### src/rtl/uart_receiver_if.sv
// Receiver-side bus: serial line in, held byte with ready/error flags out,
// consumer acknowledge back in.
interface uart_receiver_if;
    logic       rx;
    logic       rd;
    logic [7:0] dout;
    logic       drl;
    logic       ferr;
    logic       ovr;

    // Line driver and byte consumer
    modport master (
        output rx,
        output rd,
        input  dout,
        input  drl,
        input  ferr,
        input  ovr
    );

    // The receiver itself
    modport slave (
        input  rx,
        input  rd,
        output dout,
        output drl,
        output ferr,
        output ovr
    );
endinterface

### src/rtl/uart_receiver.sv
// 8N1 UART receive stage. Samples each bit at its centre using a down-counter
// timed from the start-bit falling edge, and holds the received byte with a
// level ready flag until the consumer acknowledges it.
//
// state   | meaning
// --------+--------------------------------------------------------------
// S_IDLE  | waiting for a falling edge on the synchronised line
// S_START | counting to mid start bit; rx_s=1 there means a glitch
// S_DATA  | sampling 8 data bits, LSB first, one per bit period
// S_STOP  | counting to mid stop bit; 1 commits the byte, 0 is a framing error
// S_BREAK | line held low after a framing error; wait for it to return high
module uart_receiver #(
    parameter logic [15:0] BIT_RATE_VAL = 16'h01B0
) (
    input  logic           clk,
    input  logic           res,
    uart_receiver_if.slave bus
);

    // The transmitter's bit period is its rate constant plus three cycles of
    // its own handshake overhead; matching it exactly keeps samples centred.
    localparam logic [15:0] P    = BIT_RATE_VAL + 16'd3;
    localparam logic [15:0] HALF = P >> 1;

    typedef enum logic [2:0] {
        S_IDLE  = 3'd0,
        S_START = 3'd1,
        S_DATA  = 3'd2,
        S_STOP  = 3'd3,
        S_BREAK = 3'd4
    } state_t;

    state_t      state;
    logic        rx_m;
    logic        rx_s;
    logic        rx_p;
    logic [15:0] cnt;
    logic [2:0]  idx;
    logic [7:0]  shreg;
    logic [7:0]  dout_r;
    logic        drl_r;
    logic        ferr_r;
    logic        ovr_r;

    logic fall;
    logic expiry;

    assign fall   = rx_p & ~rx_s;
    assign expiry = (cnt == 16'd0);

    assign bus.dout = dout_r;
    assign bus.drl  = drl_r;
    assign bus.ferr = ferr_r;
    assign bus.ovr  = ovr_r;

    // Two-flop synchroniser plus a delay flop for falling-edge detection
    always_ff @(posedge clk or negedge res) begin
        if (!res) begin
            rx_m <= 1'b1;
            rx_s <= 1'b1;
            rx_p <= 1'b1;
        end else begin
            rx_m <= bus.rx;
            rx_s <= rx_m;
            rx_p <= rx_s;
        end
    end

    // Frame FSM with bit timer, shift register and registered output flags
    always_ff @(posedge clk or negedge res) begin
        if (!res) begin
            state  <= S_IDLE;
            cnt    <= 16'd0;
            idx    <= 3'd0;
            shreg  <= 8'h00;
            dout_r <= 8'h00;
            drl_r  <= 1'b0;
            ferr_r <= 1'b0;
            ovr_r  <= 1'b0;
        end else begin
            ferr_r <= 1'b0;

            // Acknowledge first; a commit in the same cycle overrides drl below
            if (bus.rd && drl_r) begin
                drl_r <= 1'b0;
                ovr_r <= 1'b0;
            end

            case (state)
                S_IDLE: begin
                    if (fall) begin
                        cnt   <= HALF - 16'd1;
                        state <= S_START;
                    end
                end
                S_START: begin
                    if (expiry) begin
                        if (rx_s) begin
                            state <= S_IDLE;
                        end else begin
                            cnt   <= P - 16'd1;
                            idx   <= 3'd0;
                            state <= S_DATA;
                        end
                    end else begin
                        cnt <= cnt - 16'd1;
                    end
                end
                S_DATA: begin
                    if (expiry) begin
                        shreg <= {rx_s, shreg[7:1]};
                        cnt   <= P - 16'd1;
                        if (idx == 3'd7) begin
                            state <= S_STOP;
                        end else begin
                            idx <= idx + 3'd1;
                        end
                    end else begin
                        cnt <= cnt - 16'd1;
                    end
                end
                S_STOP: begin
                    if (expiry) begin
                        if (rx_s) begin
                            dout_r <= shreg;
                            drl_r  <= 1'b1;
                            if (drl_r && !bus.rd) begin
                                ovr_r <= 1'b1;
                            end
                            state <= S_IDLE;
                        end else begin
                            ferr_r <= 1'b1;
                            state  <= S_BREAK;
                        end
                    end else begin
                        cnt <= cnt - 16'd1;
                    end
                end
                S_BREAK: begin
                    if (rx_s) begin
                        state <= S_IDLE;
                    end
                end
                default: begin
                    state <= S_IDLE;
                end
            endcase
        end
    end

endmodule

### src/flat_wrapper.sv
// flat-port wrapper written by rule: the top's interface ports become plain ports
module uart_receiver_flat 
#(
    parameter logic [15:0] BIT_RATE_VAL = 16'h01B0
)
  (clk, res, bus_rx, bus_rd, bus_dout, bus_drl, bus_ferr, bus_ovr);
  uart_receiver_if bus_i ();
  input  logic clk;
  input  logic res;
  input wire logic [$bits(bus_i.rx)-1:0] bus_rx;
  input wire logic [$bits(bus_i.rd)-1:0] bus_rd;
  output wire logic [$bits(bus_i.dout)-1:0] bus_dout;
  output wire logic [$bits(bus_i.drl)-1:0] bus_drl;
  output wire logic [$bits(bus_i.ferr)-1:0] bus_ferr;
  output wire logic [$bits(bus_i.ovr)-1:0] bus_ovr;
  assign bus_i.rx = bus_rx;
  assign bus_i.rd = bus_rd;
  assign bus_dout = bus_i.dout;
  assign bus_drl = bus_i.drl;
  assign bus_ferr = bus_i.ferr;
  assign bus_ovr = bus_i.ovr;
  uart_receiver #(.BIT_RATE_VAL(BIT_RATE_VAL)) u_core (.clk(clk), .res(res), .bus(bus_i));
endmodule
### config.mk
export PLATFORM = sky130hd
export DESIGN_NAME = uart_receiver_flat
export DESIGN_NICKNAME = d
export VERILOG_FILES = /design/src/rtl/uart_receiver_if.sv /design/src/rtl/uart_receiver.sv /design/src/flat_wrapper.sv
export SDC_FILE = /design/constraint.sdc
export NUM_CORES = 1
export LEC_CHECK = 0
export ABC_AREA = 0
export BUFFER_PORTS_ARGS = -buffer_cell sky130_fd_sc_hd__buf_2
export CAP_MARGIN = 20
export CORE_UTILIZATION = 45
export DETAILED_ROUTE_END_ITERATION = 8
export PLACE_DENSITY_LB_ADDON = 0.12
export SYNTH_ARGS = -nofsm -noshare
export SYNTH_HDL_FRONTEND = slang
export SYNTH_SLANG_ARGS = --single-unit
### constraint.sdc
create_clock -name clk -period 2.9 [get_ports clk]
set_clock_uncertainty 0.15 [all_clocks]
set_input_delay 0.29 -clock clk [delete_from_list [all_inputs] [get_ports clk]]
set_output_delay 0.29 -clock clk [all_outputs]
set_load 0.01 [all_outputs]
* Word-level counts from Yosys, hierarchy flattened
Index checks and enable logic that the tools add are counted.
** Operators by class
- $add $sub $neg :: 2
- Multipliers :: 0
- Div/mod/pow operators :: 0
- Magnitude comparators :: 0
- Eq/ne operators :: 15
- Shifts and indexed selects :: 0
- Multiplexer cells :: 32
- Bitwise gates (word level) :: 2
- Reductions and logical operators :: 12
** Operator list (count)
- 2-to-1 mux 16 bit :: 5
- one-hot mux 16 bit (4 select lines) :: 1
- 2-to-1 mux 3 bit :: 11
- logical NOT 16 bit :: 1
- subtractor 16 x 1 -> 16 bit, second input constant :: 1
- one-hot mux 3 bit (5 select lines) :: 1
- 2-to-1 mux 1 bit :: 12
- != test 2 x 1 -> 1 bit, second input constant :: 6
- == test 3 x 2 -> 1 bit, second input constant :: 2
- == test 3 bit, second input constant :: 2
- != test 2 bit, second input constant :: 3
- one-hot mux 3 bit (2 select lines) :: 1
- AND reduction 6 bit :: 1
- AND reduction 5 bit :: 1
- AND reduction 4 bit :: 1
- nonzero test 4 bit :: 1
- adder 3 x 1 -> 3 bit, second input constant :: 1
- == test 3 x 1 -> 1 bit, second input constant :: 1
- logical NOT 3 bit :: 1
- != test 3 bit, second input constant :: 1
- AND reduction 3 bit :: 1
- logical AND 1 bit :: 2
- 2-to-1 mux 2 bit :: 1
- AND reduction 2 bit :: 1
- other kinds (4) :: 4
** Storage, ports and cells
- Bits in registers :: 44
- Bits in latches :: 0
- Memory bits (writable) :: 0
- Memory bits (read-only) :: 0
- Bits of input ports :: 4
- Logic and storage cells :: 74
- Memories :: 0

* Logic depth before layout (Yosys ltp)
Gate-level depths: netlist of run 1.
- Depth in word-level cells :: 6
- Mapped depth :: 9

* Least setup slack after synthesis of run 1
No wires, ideal clock.
- Path type :: register to register
- From :: register u_core.cnt[0]
- To :: register u_core.idx[0]
- Setup time :: 0.121 ns
- Arrival time :: 2.275 ns
- Path slack :: 0.354 ns
- Cell stages (with the launch flop) :: 9
- Buffers on the path :: 1
- Clock period less this slack :: 2.546 ns
- Cells stage by stage :: dfrtp_1 -> inv_1 -> ha_1 -> or3b_2 -> buf_2 -> nor4_4 -> or3b_4 -> nand2_1 -> o21ai_1
** Between the ends
- Word-level cells in the longest chain between the ends :: 3
- Elaborated cells between the ends (all ways) :: 4
- Classes of those cells :: eq/ne (2); reduce/logical (2)
** Ends and longest elaborated chain
- start: declaration :: RTL line uart_receiver.sv:37 : logic [15:0] cnt;
- start signal: assignment :: RTL line uart_receiver.sv:92 : cnt <= HALF - 16'd1;
- start signal: assignment :: RTL line uart_receiver.sv:101 : cnt <= P - 16'd1;
- start signal: assignment :: RTL line uart_receiver.sv:106 : cnt <= cnt - 16'd1;
- logical NOT 16 bit (*) :: RTL line uart_receiver.sv:49 : assign expiry = (cnt == 16'd0);
- != test 2 x 1 -> 1 bit (no source line)
- AND reduction 5 bit (no source line) (*)
- end signal: assignment :: RTL line uart_receiver.sv:116 : idx <= idx + 3'd1;
- end: declaration :: RTL line uart_receiver.sv:38 : logic [2:0] idx;
Mark *: on every way between the ends. The rest lies on a longest branch, timed or not.
A chain may end at the register's enable or synchronous reset.

* Worst setup path in the final report of run 1
- From :: register u_core.cnt[0]
- To :: register u_core.cnt[14]
** Between the ends
- Word-level cells in the longest chain between the ends :: 3
- Elaborated cells between the ends (all ways) :: 9
- Classes of those cells :: add/sub (1); eq/ne (2); mux (4); reduce/logical (2)
** Ends and longest elaborated chain
- subtractor 16 x 1 -> 16 bit / logical NOT 16 bit (equally long branches)
- 2-to-1 mux 16 bit, or another cell as far along :: RTL line uart_receiver.sv:123 : if (expiry) begin
- one-hot mux 16 bit (4 select lines) / AND reduction 4 bit (equally long branches)
Parallel ways exist; a longest one is shown, timed or not. The select of a mux whose other input is x is not followed.

==> impl_metrics.tcl, run 1 <==
set metrics [dict create \
    period_share_pct 92.0 \
    wl_per_cell_um 15.3 \
    htree_levels 2 \
    tightestPinTransition_ps 936 \
    cp.arrival_ps 2730 \
    clock-root-buffer "clkbuf_8" \
    syn-cell-area_mm2 0.00210 \
    clockPowerShare_pct 29.6 \
    violations "hold timing" \
    worstPathCellList "inv_1 -> ha_1 -> or3b_2 -> o41ai_1 -> a21oi_2 -> buf_4 -> a21oi_1" \
    yosysWarnings 0 \
    grt_max_degree 45 \
    drc 0 \
    synth_top_cell_by_area "dfrtp_1" \
    post-cts-setup-buffer-count 0 \
    fmax_ghz 0.375 \
    die-height_um 70.2 \
    holdWs_ps -24.0 \
    cts_made_buffers 5 \
    power.share.sequential_pct 46.0 \
    routabilityCongestion 0.859 \
    pre_cts_slack_ps 266 \
    worst_path_largest_cell_delay_ps 600 \
    rsz0062_at_grt "false" \
    synth_top_area_share_pct 49.0 \
    reg2reg_slack_ps 230 \
    cp_top_family "compound AO/OA/AOI/OAI gates" \
    timing.setup.tns_ps 0 \
    ant_nets 0 \
    critPathBufInv 2 \
    drt_pass1_iterations 4 \
    grt_first_pass_wirelength_mm 7.47 \
    grt_overflow 0 \
    grtUsageTotal_pct 19.1 \
    clk_path_buf_depth 2 \
    r2r_end "u_core.cnt[14]" \
    core_mm2 0.00441 \
    synth_fp_nets 202 \
    required_ps 2960 \
    layout_min_cycle_time_ps 2670 \
    ys_seq_area_share_pct 52.7 \
    finalSetupViolCount 0 \
    avgViaCountPerCell 5.85 \
    drtIter0Drc 67 \
    area_growth_pct 12.4 \
    cts_tree "done" \
    clock_latency_ps 290 \
    r2r-start "u_core.cnt[0]" \
    cp-startpoint "u_core.cnt[0]" \
    vias 1549 \
    p_leak_nw 1.11 \
    drive_above_1_share_pct 26.3 \
    crit_path_end "u_core.cnt[14]" \
    rows 24 \
    start_util_pct 47.5 \
    diodes 0 \
    io_pins 15 \
    die_w_um 70.2 \
    power_density_mw_per_mm2 785 \
    p_sw_share_pct 32.6 \
    dp_hpwl_mm 2.75 \
    cap_violations 0 \
    totalWireLength_mm 4.05 \
    yosys-top-cells-area "dfrtp_1, mux2_2, a21oi_1, dfstp_2, nand2_1" \
    syn_area_per_cell_um2 10.7 \
    ys_ff_latch 44 \
    synthCells 195 \
    die_area_mm2 0.00493 \
    intPower_w 0.00125 \
    antenna_found_initial 0 \
    status "finished, violations left" \
    slew_headroom_pct 37.6 \
    first_global_vias 1626 \
    cp_slowest_cell "or3b_2" \
    synth_cell_type_count 45 \
    portBuffers 14 \
    layout_setup_ws_ps 232 \
    async_flop_share_pct 100 \
    ff2ff_path_depth 7 \
    synth-edff-count 0 \
    ir_drop_mv 0.423 \
    critPathKind "reg -> reg" \
    drv_slew 0 \
    p_comb_share_pct 24.3 \
    hold_class "in -> async" \
    total_power_w 0.00185 \
    clkSlewWorstSetupHoldPaths_ps 80 \
    cp_max_fo 11 \
    clock-sinks 44 \
    crit_cells 7 \
    hold_viol 34 \
    ys.flop_type "dfrtp_1" \
    p_sw_w 0.000603 \
    nNetsFinal 219 \
    worst_setup_path_start_kind "flip-flop" \
    cp-end-kind "flip-flop" \
]
-- what timing repair did --
| item | in CTS | in global routing |
|---|---|---|
| endpoints found under the setup margin | 0 | 1 |
| endpoints found under the hold margin | 1 | 0 |
| gates resized for setup | 0 | 1 |
| hold buffers | 1 | 0 |
-- layout by cell type (no fill, tap or decap), types with 2 or more instances in the layout --
cell,synthesis,final
a21o_1,5,5
a21oi_1,21,20
nor4_1,4,4
buf_2,3,14
nor2_1,15,15
o21ai_0,11,11
bufinv_16,0,2
nand3_1,3,3
nand2b_1,3,3
inv_1,4,4
mux2_2,16,16
a31o_2,2,2
nor3b_1,2,2
or4_1,3,3
nor3_1,6,6
dfstp_2,3,3
nand2_1,15,15
dfrtp_1,41,41
o2bb2ai_1,2,2
o21ai_1,3,3
clkbuf_8,0,5
o41ai_1,2,2
ha_1,3,3
buf_4,0,4
-- through the flow --
step	instance area, um2	std cells	utilization (%)
3_5_place_dp	2210	256	50.0
3_3_place_gp	2210	256	50.0
4_1_cts	2350	265	53.3
2_1_floorplan	2100	195	-
5_1_grt	2350	265	53.3
6_report	2350	265	53.3
-- Yosys cell counts, drive strengths merged, types with 2 or more instances --
library cell,instances
a21o,5
a21oi,21
a31o,2
buf,5
clkbuf,4
dfrtp,41
dfstp,3
ha,3
inv,4
mux2,16
nand2,16
nand2b,3
nand3,3
nor2,16
nor3,6
nor3b,2
nor4,5
o21ai,14
o2bb2ai,2
o41ai,2
or3b,2
or4,4
-- registers in the layout (all words and copies together), names as in the netlist, named ones only --
register,flops
u_core.cnt,16
u_core.bus.dout,8
u_core.shreg,8
u_core.idx,3
u_core.state,3
u_core.bus.drl,1
u_core.bus.ferr,1
u_core.rx_m,1
u_core.rx_p,1
u_core.rx_s,1
-- final cells by class --
type                    count  area [um2]
fillers                   402        2060
flip-flops and latches     44        1100
multi-input cells         138         927
repair buffers             19         110
clock buffers               6        72.6
well taps                  52        65.1
clock inverters             2        60.1
inverters                   4        15.0
-- logic make-up (layout without fill, tap and decap cells) --
group                      count (synthesis)  after routing  synth area share [%]
DFF                                       44             44                  52.7
adders and majority gates                  3              3                  1.79
AOI/OAI and AO/OA                         58             58                  17.5
and+or+nand+nor                           61             61                  16.2
muxes                                     16             16                  8.60
buffers and inverters                     13             31                  3.22
-- how the worst min path moves through the flow --
| stage | from | to | slack [ps] | cells after the start |
|---|---|---|---|---|
| 6_report | res | u_core.idx[2] | -20 | 1 |
| 2_1_floorplan | res | async pin | -160 | 0 |
| 3_5_place_dp | u_core.rx_m | u_core.rx_s | 200 | 0 |
| 4_1_cts | bus_rd | flip-flop | 5 | 2 |
| 3_3_place_gp | u_core.rx_m | u_core.rx_s | 200 | 0 |
| 5_1_grt | bus_rd | flip-flop | 6 | 2 |
-- metal layers --
layer / track usage, % / wire, um / vias up
met2: 29.6 / 1920 / 31
li1: - / - / 750
met5: 0 / 0 / -
met3: 5.48 / 164 / 6
met1: 25.4 / 1910 / 762
met4: 6.67 / 49 / 0
-- worst register-to-register path, delay by kind of cell (launching register included) --
kind	cells	cell delay, ps
adder cells (fa/ha/maj)	1	190
flip-flops	1	410
buffers and inverters	2	320
AO/OA/AOI/OAI	3	930
AND/OR/NAND/NOR	1	600
-- power groups by stage --
stage | sequential [W] | combinational [W] | clock (W)
after global placement | 0.000848 | 0.000426 | 0
after CTS | 0.000845 | 0.000449 | 0.000561
final | 0.000851 | 0.000450 | 0.000548
after global routing | 0.000867 | 0.000522 | 0.000592
after detailed placement | 0.000856 | 0.000443 | 0
after floorplan | 0.000818 | 0.000385 | 0
(Power assumes the default switching activity.)
==> inputs of run 2 (changes only) <==
- CORE_ASPECT_RATIO: default -> 0.5
- SLEW_MARGIN: default -> 20
==> run 2 against run 1 <==
  * The run now ends clean
  * Global-route usage is 0.95 points lower
  * Routed wire length is 2.1% lower
  * Sequential share of layout area is 0.32 points lower
  * Die area is 0.33% higher
  * Critical path depth is 1 higher
  * Non-clock buffer count is 2 higher
  * Register-to-register slack worse by 30 ps
  * Core utilization is 0.25 points higher
  * Via count is 1.0% lower
  * Maximum frequency is 1.1% lower
  * Combinational power is 1% higher
==> impl_metrics.tcl, run 2 (same netlist as run 1, synthesis figures left out) <==
set metrics [dict create \
    diodes 0 \
    rsz0062_at_grt "false" \
    clk_path_buf_depth 2 \
    required_ps 2980 \
    htree_levels 2 \
    core_mm2 0.00442 \
    grt_overflow 0 \
    total_power_w 0.00178 \
    drv_slew 0 \
    first_global_vias 1434 \
    layout_min_cycle_time_ps 2700 \
    tightestPinTransition_ps 603 \
    power_density_mw_per_mm2 750 \
    rows 17 \
    pre_cts_slack_ps 270 \
    cap_violations 0 \
    slew_headroom_pct 59.4 \
    wl_per_cell_um 14.6 \
    finalSetupViolCount 0 \
    fin_util_pct 53.6 \
    nNetsFinal 221 \
    grt_first_pass_wirelength_mm 6.87 \
    clock_latency_ps 300 \
    io_pins 15 \
    period_share_pct 93.0 \
    drt_pass1_iterations 4 \
    cp-end-kind "flip-flop" \
    critPathKind "reg -> reg" \
    hold_class "in -> reg" \
    antenna_found_initial 0 \
    top_register "u_core.cnt" \
    ant_nets 0 \
    dp_hpwl_mm 2.73 \
    fmax_ghz 0.371 \
    final_area_mm2 0.00237 \
    timing.setup.tns_ps 0 \
    vias 1533 \
    cp.arrival_ps 2780 \
    status "completed" \
    totalWireLength_mm 3.97 \
    worst_setup_path_start_kind "flip-flop" \
    start_util_pct 47.4 \
    area_growth_pct 13.1 \
    die_area_mm2 0.00495 \
    drive_above_1_share_pct 26.5 \
    ir_drop_mv 0.339 \
    clkSlewWorstSetupHoldPaths_ps 90 \
    clock-root-buffer "clkbuf_8" \
    post-cts-setup-buffer-count 0 \
    die_w_um 98.5 \
    mostFrequentLayoutCell "dfrtp_1" \
    final_cell_mix "dfrtp_1, a21oi_1, mux2_2" \
    place_area_mm2 0.00221 \
    avgViaCountPerCell 5.64 \
    cp_max_fo 11 \
    routabilityCongestion 0.762 \
    portBuffers 14 \
    grtUsageTotal_pct 18.1 \
    die-height_um 50.3 \
    clock-sinks 44 \
    layout_setup_ws_ps 202 \
    drtIter0Drc 36 \
    largest_register_ffs 16 \
    n_fill_cell 418 \
    cts_tree "done" \
    grt_max_degree 45 \
    cts_made_buffers 5 \
    hold_viol 0 \
    drc 0 \
    p_leak_nw 1.12 \
]
-- run 2: worst max-delay path, stage by stage, from the launching register on --
cell and delay [ps]:
dfrtp_1 410, inv_1 100, ha_1 190, or3b_2 600
o41ai_1 470, a21oi_1 260, buf_4 240, o21ai_0 80
a32o_1 140
-- run 2: power breakdown --
part	switching, W	internal, W	total [W]
clock	0.000216	0.000259	0.000476
sequential	0.000126	0.000721	0.000846
combinational	0.000270	0.000185	0.000455
total	0.000612	0.00117	0.00178
-- run 2: final timing paths --
| kind | startpoint | to | slack [ps] | cells past startpoint |
|---|---|---|---|---|
| max in group asynchronous | res | u_core.rx_p | 1790 | 3 |
| min in group asynchronous | res | u_core.cnt[2] | 270 | 2 |
| setup / recovery | u_core.cnt[0] | u_core.cnt[8] | 200 | 8 |
| setup reg to reg | u_core.cnt[0] | u_core.cnt[8] | 200 | 8 |
| hold / removal | bus_rd | flip-flop | 10 | 2 |
| hold reg to reg | u_core.rx_m | u_core.rx_s | 210 | 0 |
-- run 2: area by class of cell --
class / instances / area (um2) / share of cell area (%)
Clock buffer: 5 / 68.8 / 2.90
Inverter: 4 / 15.0 / 0.633
Clock inverter: 3 / 47.5 / 2.01
Multi-Input combinational cell: 138 / 923 / 38.9
Sequential cell: 44 / 1100 / 46.6
Tap cell: 57 / 71.3 / 3.01
Timing Repair Buffer: 21 / 140 / 5.91
-- run 2: through the flow --
step           hold WS [ps]  std cells
3_5_place_dp            204        261
6_report               13.8        272
2_1_floorplan          -156        195
4_1_cts                3.92        270
3_3_place_gp            196        261
5_1_grt                6.36        272
-- run 2: repair_timing --
item | in CTS | in global routing
hold buffers | 1 | 1
endpoints found under the setup margin | 0 | 0
resized for setup | 0 | 0
endpoints found under the hold margin | 1 | 13
-- run 2: routing by layer --
layer / track usage (%) / share of wire (%)
met1: 24.5 / 52
met2: 28.1 / 44
met3: 5.01 / 3.6
met4: 6.72 / 0.35
met5: 0 / 0
==> inputs of run 3 (changes only) <==
- RECOVER_POWER: default -> 50
==> run 3 against run 2 <==
  * Maximum frequency is essentially flat
  * Critical endpoint unchanged
  * Count of clock-buffer cells in the layout unchanged
  * First-iteration DRC count increased by 2.8%
  * Die area did not move
  * Sequential cell count unchanged
  * Largest power group unchanged
  * Sequential power about the same
  * Worst hold slack about the same
==> impl_metrics.tcl, run 3 (same netlist as run 1, synthesis figures left out) <==
set metrics [dict create \
    die_w_um 98.5 \
    die_area_mm2 0.00495 \
    largest_register_ffs 16 \
    grt_first_pass_wirelength_mm 6.87 \
    fin_cells 272 \
    clock_latency_ps 300 \
    portBuffers 14 \
    cp_top_family "compound AO/OA/AOI/OAI gates" \
    whs_path_depth 2 \
    clk_path_buf_depth 2 \
    min_from "bus_rd" \
    power_density_mw_per_mm2 755 \
    place_inst 261 \
    p_sw_share_pct 34.5 \
    timing.setup.tns_ps 0 \
    clock-sinks 44 \
    cts_tree "done" \
    status "completed" \
    ir_drop_mv 0.341 \
    die-height_um 50.3 \
    holdBufCountCts 1 \
    rows 17 \
    critPathKind "reg -> reg" \
    post-cts-setup-buffer-count 0 \
    start_util_pct 47.4 \
    worst_setup_path_start_kind "flip-flop" \
    area_growth_pct 12.2 \
    cp-end-kind "flip-flop" \
    power.share.sequential_pct 47.7 \
    drt_pass1_iterations 4 \
    required_ps 2980 \
    dp_hpwl_mm 2.73 \
    cts_made_buffers 5 \
    drive_above_1_share_pct 24.7 \
    antenna_found_initial 0 \
    vias 1529 \
    cp_slowest_cell "or3b_2" \
    wl_per_cell_um 14.6 \
    intPower_w 0.00116 \
    totalWireLength_mm 3.98 \
    avgViaCountPerCell 5.62 \
    clock-root-buffer "clkbuf_8" \
    routabilityCongestion 0.762 \
    grt_max_degree 45 \
    p_sw_w 0.000613 \
    first_global_vias 1434 \
    drc 0 \
    top_register "u_core.cnt" \
    worst_path_largest_cell_delay_ps 600 \
    layout_setup_ws_ps 202 \
    layout_min_cycle_time_ps 2700 \
    ant_nets 0 \
    cap_violations 0 \
    final_cell_mix "dfrtp_1, a21oi_1, mux2_2" \
    reg2reg_slack_ps 200 \
    cp-startpoint "u_core.cnt[0]" \
    slew_headroom_pct 50.1 \
    finalSetupViolCount 0 \
    fmax_ghz 0.371 \
    r2r_end "u_core.cnt[8]" \
    io_pins 15 \
    cp_max_fo 11 \
    n_fill_cell 421 \
    diodes 0 \
    drtIter0Drc 37 \
    nNetsFinal 221 \
    critPathBufInv 2 \
    grtUsageTotal_pct 18.1 \
    p_comb_share_pct 25.5 \
    htree_levels 2 \
    worstPathCellList "inv_1 -> ha_1 -> or3b_2 -> o41ai_1 -> a21oi_1 -> buf_4 -> o21ai_0 -> a32o_1" \
    core_mm2 0.00442 \
    hold_viol 0 \
    drv_slew 0 \
    mostFrequentLayoutCell "dfrtp_1" \
    pre_cts_slack_ps 270 \
    hold_class "in -> reg" \
    clockPowerShare_pct 26.9 \
    cts_resized 0 \
    p_leak_nw 1.10 \
    period_share_pct 93.0 \
    tightestPinTransition_ps 748 \
    grt_overflow 0 \
    ff2ff_path_depth 8 \
    cp.arrival_ps 2780 \
    clkSlewWorstSetupHoldPaths_ps 90 \
    rsz0062_at_grt "false" \
    r2r-start "u_core.cnt[0]" \
]
run 3: layout make-up:
| class | instances | area [um2] | area share, % |
|---|---|---|---|
| repair buffers | 21 | 121 | 5.16 |
| well taps | 57 | 71.3 | 3.03 |
| multi-input cells | 138 | 923 | 39.3 |
| clock inverters | 3 | 47.5 | 2.02 |
| flip-flops and latches | 44 | 1100 | 47.0 |
| clock buffers | 5 | 68.8 | 2.93 |
| inverters | 4 | 15.0 | 0.638 |
run 3: power by group through the flow:
stage                     Sequential [W]  Clock [W]  Combinational [W]
after floorplan                 0.000818          0           0.000385
after global placement          0.000852          0           0.000440
after detailed placement        0.000855          0           0.000442
after CTS                       0.000844   0.000490           0.000446
after global routing            0.000864   0.000518           0.000514
final                           0.000846   0.000478           0.000452
run 3: how the worst max path moves through the flow:
stage	slack, ps	endpoint	depth (start not counted)
after CTS	230	u_core.cnt[8]	8
after detailed placement	270	u_core.cnt[8]	8
after global routing	50	u_core.cnt[8]	8
final	200	u_core.cnt[8]	8
after floorplan	350	u_core.idx[0]	8
after global placement	350	u_core.cnt[6]	7
run 3: layer usage:
layer / wire, um / up-vias / track usage (%)
li1: - / 751 / -
met1: 2070 / 755 / 24.5
met2: 1760 / 21 / 28.1
met3: 134 / 2 / 5.01
met4: 14 / 0 / 6.72
met5: 0 / - / 0
run 3: through the flow:
stage	instance area [um2]	hold slack, ps	util [%]	total power, W
finish	2350	13.9	53.2	0.00178
global route	2350	6.36	53.2	0.00190
CTS	2340	3.92	52.9	0.00178
detailed placement	2210	204	50.1	0.00130
global placement	2210	196	50.1	0.00129
floorplan	2100	-156	-	0.00120
